## src/rtl/stack_sequencer_if.sv

```systemverilog
// Byte-wide req/ack memory port used by the stack sequencer.
// The master holds req, we, addr and wdata stable until ack.
interface stack_sequencer_if;
    logic        mem_req_o;
    logic        mem_we_o;
    logic [15:0] mem_addr_o;
    logic [7:0]  mem_wdata_o;
    logic [7:0]  mem_rdata_i;
    logic        mem_ack_i;

    modport master (
        output mem_req_o,
        output mem_we_o,
        output mem_addr_o,
        output mem_wdata_o,
        input  mem_rdata_i,
        input  mem_ack_i
    );

    modport slave (
        input  mem_req_o,
        input  mem_we_o,
        input  mem_addr_o,
        input  mem_wdata_o,
        output mem_rdata_i,
        output mem_ack_i
    );
endinterface

```

## src/rtl/stack_sequencer.sv

```systemverilog
// Two-byte stack transfer sequencer for 8080 PUSH/POP/CALL/RET.
// Strobes the stack pointer, waits for its address, runs two byte cycles.
module stack_sequencer #(
    parameter int SP_LAT = 2
) (
    input  logic                      clk50M_i,
    input  logic                      rst_i,
    input  logic                      push_i,
    input  logic                      pop_i,
    input  logic [15:0]               push_data_i,
    output logic [15:0]               pop_data_o,
    output logic                      busy_o,
    output logic                      done_o,
    input  logic [15:0]               sp_addr_i,
    output logic                      sp_inc_o,
    output logic                      sp_dec_o,
    stack_sequencer_if.master         mem
);

    typedef enum logic [3:0] {
        IDLE,
        P_DEC1,
        P_WAIT1,
        P_WR_HI,
        P_DEC2,
        P_WAIT2,
        P_WR_LO,
        Q_RD_LO,
        Q_INC1,
        Q_WAIT1,
        Q_RD_HI,
        Q_INC2,
        Q_WAIT2,
        DONE
    } state_t;

    localparam logic [2:0] LAT_M1 = 3'(SP_LAT - 1);

    state_t      state;
    state_t      state_n;
    logic [2:0]  cnt;
    logic [15:0] pdata;
    logic        ack;
    logic        wait_done;
    logic        mem_n;
    logic        mem_entry;
    logic        wr_n;
    logic        strobe;

    assign ack       = mem.mem_req_o && mem.mem_ack_i;
    assign wait_done = (cnt == 3'd0);

    always_comb begin
        state_n = state;
        unique case (state)
            IDLE: begin
                if (push_i)
                    state_n = P_DEC1;
                else if (pop_i)
                    state_n = Q_RD_LO;
            end
            P_DEC1:  state_n = P_WAIT1;
            P_WAIT1: if (wait_done) state_n = P_WR_HI;
            P_WR_HI: if (ack) state_n = P_DEC2;
            P_DEC2:  state_n = P_WAIT2;
            P_WAIT2: if (wait_done) state_n = P_WR_LO;
            P_WR_LO: if (ack) state_n = DONE;
            Q_RD_LO: if (ack) state_n = Q_INC1;
            Q_INC1:  state_n = Q_WAIT1;
            Q_WAIT1: if (wait_done) state_n = Q_RD_HI;
            Q_RD_HI: if (ack) state_n = Q_INC2;
            Q_INC2:  state_n = Q_WAIT2;
            Q_WAIT2: if (wait_done) state_n = DONE;
            DONE:    state_n = IDLE;
            default: state_n = IDLE;
        endcase
    end

    always_comb begin
        wr_n      = (state_n == P_WR_HI) || (state_n == P_WR_LO);
        mem_n     = wr_n || (state_n == Q_RD_LO) || (state_n == Q_RD_HI);
        mem_entry = mem_n && (state_n != state);
        strobe    = (state == P_DEC1) || (state == P_DEC2) ||
                    (state == Q_INC1) || (state == Q_INC2);
    end

    always_ff @(posedge clk50M_i) begin
        if (rst_i) begin
            state           <= IDLE;
            cnt             <= 3'd0;
            pdata           <= 16'h0000;
            pop_data_o      <= 16'h0000;
            busy_o          <= 1'b0;
            done_o          <= 1'b0;
            sp_inc_o        <= 1'b0;
            sp_dec_o        <= 1'b0;
            mem.mem_req_o   <= 1'b0;
            mem.mem_we_o    <= 1'b0;
            mem.mem_addr_o  <= 16'h0000;
            mem.mem_wdata_o <= 8'h00;
        end else begin
            state    <= state_n;
            busy_o   <= (state_n != IDLE) && (state_n != DONE);
            done_o   <= (state_n == DONE);
            sp_dec_o <= (state_n == P_DEC1) || (state_n == P_DEC2);
            sp_inc_o <= (state_n == Q_INC1) || (state_n == Q_INC2);
            mem.mem_req_o <= mem_n;

            // the wait counter is armed while the strobe is out
            if (strobe)
                cnt <= LAT_M1;
            else if (cnt != 3'd0)
                cnt <= cnt - 3'd1;

            if (state == IDLE && push_i)
                pdata <= push_data_i;

            if (mem_entry) begin
                mem.mem_addr_o <= sp_addr_i;
                mem.mem_we_o   <= wr_n;
                if (state_n == P_WR_HI)
                    mem.mem_wdata_o <= pdata[15:8];
                else if (state_n == P_WR_LO)
                    mem.mem_wdata_o <= pdata[7:0];
            end

            if (ack && state == Q_RD_LO)
                pop_data_o[7:0] <= mem.mem_rdata_i;
            if (ack && state == Q_RD_HI)
                pop_data_o[15:8] <= mem.mem_rdata_i;
        end
    end

endmodule

```

## src/flat_wrapper.sv

```systemverilog
// flat-port wrapper written by rule: the top's interface ports become plain ports
module stack_sequencer_flat 
#(
    parameter int SP_LAT = 2
)
  (clk50M_i, rst_i, push_i, pop_i, push_data_i, pop_data_o, busy_o, done_o, sp_addr_i, sp_inc_o, sp_dec_o, mem_mem_req_o, mem_mem_we_o, mem_mem_addr_o, mem_mem_wdata_o, mem_mem_rdata_i, mem_mem_ack_i);
  stack_sequencer_if mem_i ();
  input  logic clk50M_i;
  input  logic rst_i;
  input  logic push_i;
  input  logic pop_i;
  input  logic [15:0] push_data_i;
  output logic [15:0] pop_data_o;
  output logic busy_o;
  output logic done_o;
  input  logic [15:0] sp_addr_i;
  output logic sp_inc_o;
  output logic sp_dec_o;
  output wire logic [$bits(mem_i.mem_req_o)-1:0] mem_mem_req_o;
  output wire logic [$bits(mem_i.mem_we_o)-1:0] mem_mem_we_o;
  output wire logic [$bits(mem_i.mem_addr_o)-1:0] mem_mem_addr_o;
  output wire logic [$bits(mem_i.mem_wdata_o)-1:0] mem_mem_wdata_o;
  input wire logic [$bits(mem_i.mem_rdata_i)-1:0] mem_mem_rdata_i;
  input wire logic [$bits(mem_i.mem_ack_i)-1:0] mem_mem_ack_i;
  assign mem_mem_req_o = mem_i.mem_req_o;
  assign mem_mem_we_o = mem_i.mem_we_o;
  assign mem_mem_addr_o = mem_i.mem_addr_o;
  assign mem_mem_wdata_o = mem_i.mem_wdata_o;
  assign mem_i.mem_rdata_i = mem_mem_rdata_i;
  assign mem_i.mem_ack_i = mem_mem_ack_i;
  stack_sequencer #(.SP_LAT(SP_LAT)) u_core (.clk50M_i(clk50M_i), .rst_i(rst_i), .push_i(push_i), .pop_i(pop_i), .push_data_i(push_data_i), .pop_data_o(pop_data_o), .busy_o(busy_o), .done_o(done_o), .sp_addr_i(sp_addr_i), .sp_inc_o(sp_inc_o), .sp_dec_o(sp_dec_o), .mem(mem_i));
endmodule
```

## config.mk

```make
export PLATFORM = sky130hd
export DESIGN_NAME = stack_sequencer_flat
export DESIGN_NICKNAME = d
export VERILOG_FILES = /design/src/rtl/stack_sequencer_if.sv /design/src/rtl/stack_sequencer.sv /design/src/flat_wrapper.sv
export SDC_FILE = /design/constraint.sdc
export NUM_CORES = 1
export LEC_CHECK = 0
export CAP_MARGIN = 25
export CORE_MARGIN = 1
export CORE_UTILIZATION = 47
export DETAILED_ROUTE_END_ITERATION = 6
export GPL_TIMING_DRIVEN = 0
export PLACE_DENSITY_LB_ADDON = 0.1
export SETUP_SLACK_MARGIN = 0.5
export SLEW_MARGIN = 15
export SYNTH_ARGS = -nofsm -noshare
export SYNTH_HDL_FRONTEND = slang
export SYNTH_SLANG_ARGS = --single-unit
```

## constraint.sdc

```tcl
create_clock -name clk50M_i -period 3.16 [get_ports clk50M_i]
set_input_delay 0.948 -clock clk50M_i [delete_from_list [all_inputs] [get_ports clk50M_i]]
set_output_delay 0.948 -clock clk50M_i [all_outputs]
set_load 0.1 [all_outputs]
```

Word level (Yosys, flattened, before mapping)

Cells that the tools add are included.

Reduce and logical (&&, ||, !) cells: 22
Equality and inequality tests: 23
Multiplexer cells: 15
Add/subtract/negate cells: 1

Operator list:

| cell                                                                | count |
|---|---|
| 4-bit case mux with 13 select lines                                 | 1 |
| 4-bit 2-to-1 mux                                                    | 10 |
| 4-bit == test (second input constant)                               | 9 |
| 4-bit by 3-bit == test with 1-bit output (second input constant)    | 7 |
| 8-bit 2-to-1 mux                                                    | 2 |
| 4-bit by 2-bit == test with 1-bit output (second input constant)    | 3 |
| 4-bit by 1-bit == test with 1-bit output (second input constant)    | 2 |
| 1-bit logical OR                                                    | 8 |
| 1-bit logical AND                                                   | 6 |
| 4-bit zero test                                                     | 1 |
| 4-bit inequality test                                               | 1 |
| 4-bit inequality test (second input constant)                       | 1 |
| 2-bit nonzero test                                                  | 2 |
| 4-bit nonzero test                                                  | 1 |
| 3-bit zero test                                                     | 1 |
| 3-bit nonzero test                                                  | 1 |
| 3-bit by 1-bit subtractor with 3-bit output (second input constant) | 1 |
| 1-bit 2-to-1 mux                                                    | 2 |
| 2-bit AND reduction                                                 | 1 |
| 2-bit OR reduction                                                  | 1 |

Register bits: 69
Logic and storage cells: 75
Input bits: 45
Output and inout bits: 46

Depth between registers and ports, before layout

Word-level depth: 9
Depth in mapped cells: 9
Gate-level depth less buffers: 8

Worst setup path after synthesis

Ideal clock, no wire load.

Kind: input port to flip-flop
Start point: input port pop_i
End point: register u_core.mem.mem_addr_o[10]
Arrival time: 2.603 ns
Data required time: 3.088 ns
Setup slack: 0.485 ns
Buffers on the path: 1
Setup time: 0.072 ns
Stages on the path: 7
Path through: or4_4 -> a32oi_4 -> and4_1 -> o21ai_1 -> nor2_4 -> buf_6 -> mux2i_1

Longest elaborated chain between the ends: 8
Elaborated cells between the ends (all ways): 12
Those cells by class: eq/ne: 5; mux: 3; reduce/logical: 4

Ends and longest elaborated chain:

| element                                                                                                     | line                     | source |
|---|---|---|
| start: declaration                                                                                          | flat_wrapper.sv:11       | `input logic pop_i;` |
| 4-bit 2-to-1 mux *                                                                                          | stack_sequencer.sv:59    | `else if (pop_i)` |
| 4-bit 2-to-1 mux *                                                                                          | stack_sequencer.sv:57    | `if (push_i)` |
| 4-bit case mux with 13 select lines *                                                                       | stack_sequencer.sv:55    | `unique case (state)` |
| 4-bit by 2-bit == test with 1-bit output / 4-bit by 3-bit == test with 1-bit output (equally long branches) | stack_sequencer.sv:80    | `wr_n = (state_n == P_WR_HI) \|\| (state_n == P_WR_LO);` |
| 1-bit logical OR                                                                                            | stack_sequencer.sv:80    |  |
| 1-bit logical OR (2 in series)                                                                              | stack_sequencer.sv:81    | `mem_n = wr_n \|\| (state_n == Q_RD_LO) \|\| (state_n == Q_RD_HI);` |
| 1-bit logical AND *                                                                                         | stack_sequencer.sv:82    | `mem_entry = mem_n && (state_n != state);` |
| end signal: assignment                                                                                      | stack_sequencer.sv:119   | `mem.mem_addr_o <= sp_addr_i;` |
| end: declaration                                                                                            | stack_sequencer_if.sv:14 | `output mem_addr_o,` |

Every way passes the cells marked *; elsewhere a longest branch is shown, timed or not.
A chain may end at the register's enable or synchronous reset.

Final worst setup path

Start point: input port pop_i
End point: register u_core.mem.mem_wdata_o[4]

Longest elaborated chain between the ends: 9
Elaborated cells between the ends (all ways): 15
Those cells by class: eq/ne: 5; mux: 4; reduce/logical: 6

Ends and longest elaborated chain:

| element                                                                                                     | line                                                                  | source |
|---|---|---|
| 4-bit 2-to-1 mux *                                                                                          | stack_sequencer.sv:59                                                 |  |
| 4-bit 2-to-1 mux *                                                                                          | stack_sequencer.sv:57                                                 |  |
| 4-bit case mux with 13 select lines *                                                                       | stack_sequencer.sv:55                                                 |  |
| 4-bit by 2-bit == test with 1-bit output / 4-bit by 3-bit == test with 1-bit output (equally long branches) | stack_sequencer.sv:80, stack_sequencer.sv:121, stack_sequencer.sv:123 |  |
| 1-bit logical OR                                                                                            | stack_sequencer.sv:80                                                 |  |
| 1-bit logical OR (2 in series)                                                                              | stack_sequencer.sv:81                                                 |  |
| 1-bit logical AND                                                                                           | stack_sequencer.sv:82                                                 |  |
| 2-bit AND reduction (no source line)                                                                        | -                                                                     |  |
| end signal: assignment                                                                                      | stack_sequencer.sv:122                                                | `mem.mem_wdata_o <= pdata[15:8];` |
| end signal: assignment                                                                                      | stack_sequencer.sv:124                                                | `mem.mem_wdata_o <= pdata[7:0];` |
| end: declaration                                                                                            | stack_sequencer_if.sv:15                                              | `output mem_wdata_o,` |

Marked as above.

==> flow_summary.json <==
{
  "htree_levels": 3,
  "cp.required_ns": 3.43,
  "final_common_cell": "nand2_1",
  "fin_util_pct": 68.5,
  "synth-main-ff-cell": "dfxtp_1",
  "tightest_slew_ns": 0.992,
  "fillers": 574,
  "syn_area_per_cell_sq_um": 8.43,
  "clk_pin_slew_ns": 0.07,
  "endpoint_kind": "flop",
  "worstReg2RegEnd": "u_core.mem.mem_wdata_o[4]",
  "ys_ff_latch": 69,
  "core_area_sq_um": 6390,
  "wire_per_inst_um": 14.9,
  "grt_pass1_vias": 2844,
  "synth_top_family_by_area": "simple AND/OR/NAND/NOR gates",
  "fin_crit_sh_pct": 82.7,
  "p_leak_nw": 1.84,
  "max_freq_mhz": 383,
  "r2r-start": "u_core.state[0]",
  "synth_xor_area_share_pct": 0.840,
  "setup_slack_ns": 0.547,
  "synth-simple-area-share_pct": 23.9,
  "syn2layout_area_growth_pct": 40.0,
  "vdd_drop_max_mv": 0.815,
  "clkLatencyLatePin_ns": 0.35,
  "rrSetupSlack_ns": 0.70,
  "pre_cts_ws_ns": -0.320,
  "synthMuxAreaShare_pct": 7.68,
  "synth_warnings": 0,
  "final_cell_mix": "nand2_1 (87), dfxtp_1 (69), dlygate4sd2_1 (45), clkdlybuf4s50_1 (41), a21oi_1 (33)",
  "finalSetupTns_ns": 0,
  "cts_root_buffer": "clkbuf_8",
  "grt_pass1_wl_um": 13700,
  "drive_above_1_share_pct": 10.3,
  "drt-initial-drc-count": 192,
  "grt_use_total_pct": 24.3,
  "max-cap-violations": 0,
  "p_per_area_nw_per_um2": 969,
  "port_buffers": 90,
  "cp_max_fo": 5,
  "critPathArrivalTime_ns": 2.88,
  "syn-num-nets": 418,
  "critPathKind": "input port to flop",
  "worst_hold_path.endpoint": "u_core.pop_data_o[3]",
  "slew_viol_final": 0,
  "ys_async_sr_fraction_pct": 0,
  "cts.hold.buffers_added": 0,
  "synth_top_area_share_pct": 44.2,
  "setup_viol": 0,
  "antenna_cells": 0,
  "ant_nets": 0,
  "synth_area_leaders": "dfxtp_1 (44%), nand2_1 (10%), mux2i_1 (7.7%)",
  "overflow": 0,
  "dpl.hpwl_um": 5830,
  "nets": 529,
  "clock_path_buffers": 2,
  "whs_ns": 0.454,
  "min_path_type": "flop to flop",
  "dr.pass1.iters": 4,
  "finish.instance_area_sq_um": 4380,
  "yosysSeqAreaShare_pct": 44.2,
  "tritoncts": "done",
  "hold_start": "u_core.pop_data_o[3]",
  "synth_cell_type_count": 45,
  "grt_antenna_before_repair": 0,
  "status": "complete, no violations",
  "finalClockSkew_ns": 0.0100,
  "remaining_drc_errors": 0,
  "slew_headroom_pct": 34.1,
  "syn_area_sq_um": 3130,
  "finalWeightedCongestion": 0.854,
  "num_rows": 29,
  "grt_max_degree": 13,
  "synth_fa_ha_area_share_pct": 0.800,
  "dieArea_sq_um": 6980,
  "start_kind": "input port",
  "routed_wl_um": 8390,
  "cts_buffers": 9,
  "clkSinkCount": 69,
  "start_util_pct": 49.0,
  "rsz0062_at_grt": "yes",
  "fp.dieH_um": 83.6,
  "synth_area_leader_cell": "dfxtp_1",
  "hold_violations": 0,
  "min_period_ns": 2.61,
  "synthesis.instances": 371,
  "reg2reg_depth": 8,
  "hold_path_depth": 2,
  "synth_edf_count": 0,
  "vias": 3102,
  "ios": 91,
  "avgViaCountPerCell": 5.50,
  "place_area_sq_um": 4120,
  "synth_compound_area_share_pct": 17.9,
  "die_w_um": 83.6
}
## repair_timing
action,CTS,global route
endpoints found under the setup margin,77,28
gates cloned,0,2
pin swaps,5,5
setup buffers,6,2
gates resized for setup,56,16
## synthesized netlist by cell type (all sizes together) (2+ instances only)
| cell type | number |
|---|---|
| a2111oi | 2 |
| a211oi | 2 |
| a21boi | 3 |
| a21oi | 33 |
| a31oi | 2 |
| a32oi | 9 |
| a41oi | 8 |
| and3 | 2 |
| buf | 5 |
| clkbuf | 22 |
| dfxtp | 69 |
| ha | 2 |
| inv | 5 |
| mux2i | 24 |
| nand2 | 87 |
| nand2b | 6 |
| nand3 | 6 |
| nand3b | 4 |
| nand4 | 4 |
| nor2 | 23 |
| nor2b | 4 |
| nor3 | 4 |
| nor3b | 8 |
| o21ai | 17 |
| o22ai | 4 |
| or3 | 2 |
| xnor2 | 2 |
## registers in the layout (all words and copies together), names as in the netlist
signal and flops:
u_core.pop_data_o 16, u_core.done_o 1, u_core.pdata 16, u_core.mem.mem_req_o 1, u_core.mem.mem_we_o 1, u_core.cnt 3
u_core.mem.mem_wdata_o 8, u_core.sp_inc_o 1, u_core.busy_o 1, u_core.sp_dec_o 1, u_core.state 4, u_core.mem.mem_addr_o 16
## routing by layer
layer,vias up,share of wire (%),track usage [%]
li1,1525,-,-
met1,1455,45,32.7
met2,112,48,38.6
met3,10,6.3,5.64
met4,0,1.3,7.86
met5,-,0,0
## layout make-up
class	count	area, sq um	share of cell area (%)
clock inverters	5	58.8	1.34
clock buffers	11	151	3.46
flip-flops and latches	69	1380	31.6
multi-input cells	271	1640	37.4
inverters	5	18.8	0.429
plain buffers	27	131	3.00
well taps	77	96.3	2.20
repair buffers	99	902	20.6
## where the power goes
group | switching [mW] | leakage, nW | total, mW | internal, mW
clock | 0.344 | 0.102 | 0.751 | 0.407
sequential | 0.100 | 0.562 | 1.15 | 1.05
combinational | 1.65 | 1.18 | 2.34 | 0.689
total | 2.09 | 1.84 | 4.24 | 2.15
## critical path, stage by stage
cell      delay, ns
clkbuf_2       0.10
or4_4          0.52
a32oi_4        0.24
nand4_4        0.15
a311o_1        0.41
buf_6          0.16
a21bo_4        0.24
o21ai_1        0.12
## cell families (layout without fill, tap and decap cells)
logic type,count (synthesis),after routing
AOI/OAI and AO/OA,84,85
xor gates and xnor gates,3,3
adders and majority gates,2,2
buffers and inverters,32,147
DFF,69,69
muxes,24,24
and+or+nand+nor,157,157
## worst max path at each step
stage                  start                        end  slack, ns  cells past startpoint
2_1_floorplan          pop_i  u_core.mem.mem_addr_o[10]       0.49                      7
6_report               pop_i  u_core.mem.mem_wdata_o[4]       0.55                      8
3_5_place_dp   mem_mem_ack_i  u_core.mem.mem_addr_o[13]      -0.32                      9
4_1_cts                pop_i  u_core.mem.mem_wdata_o[5]       0.50                      8
3_3_place_gp   mem_mem_ack_i  u_core.mem.mem_addr_o[13]      -0.32                      9
5_1_grt                pop_i  u_core.mem.mem_wdata_o[4]       0.49                      9
## per-stage QoR
step / cells / total power [mW]
6_report: 564 / 4.24
5_1_grt: 564 / 4.45
4_1_cts: 560 / 4.16
3_5_place_dp: 538 / 3.40
3_3_place_gp: 538 / 3.38
2_1_floorplan: 371 / 2.87
Note: power is estimated with default switching activity, not from simulation.
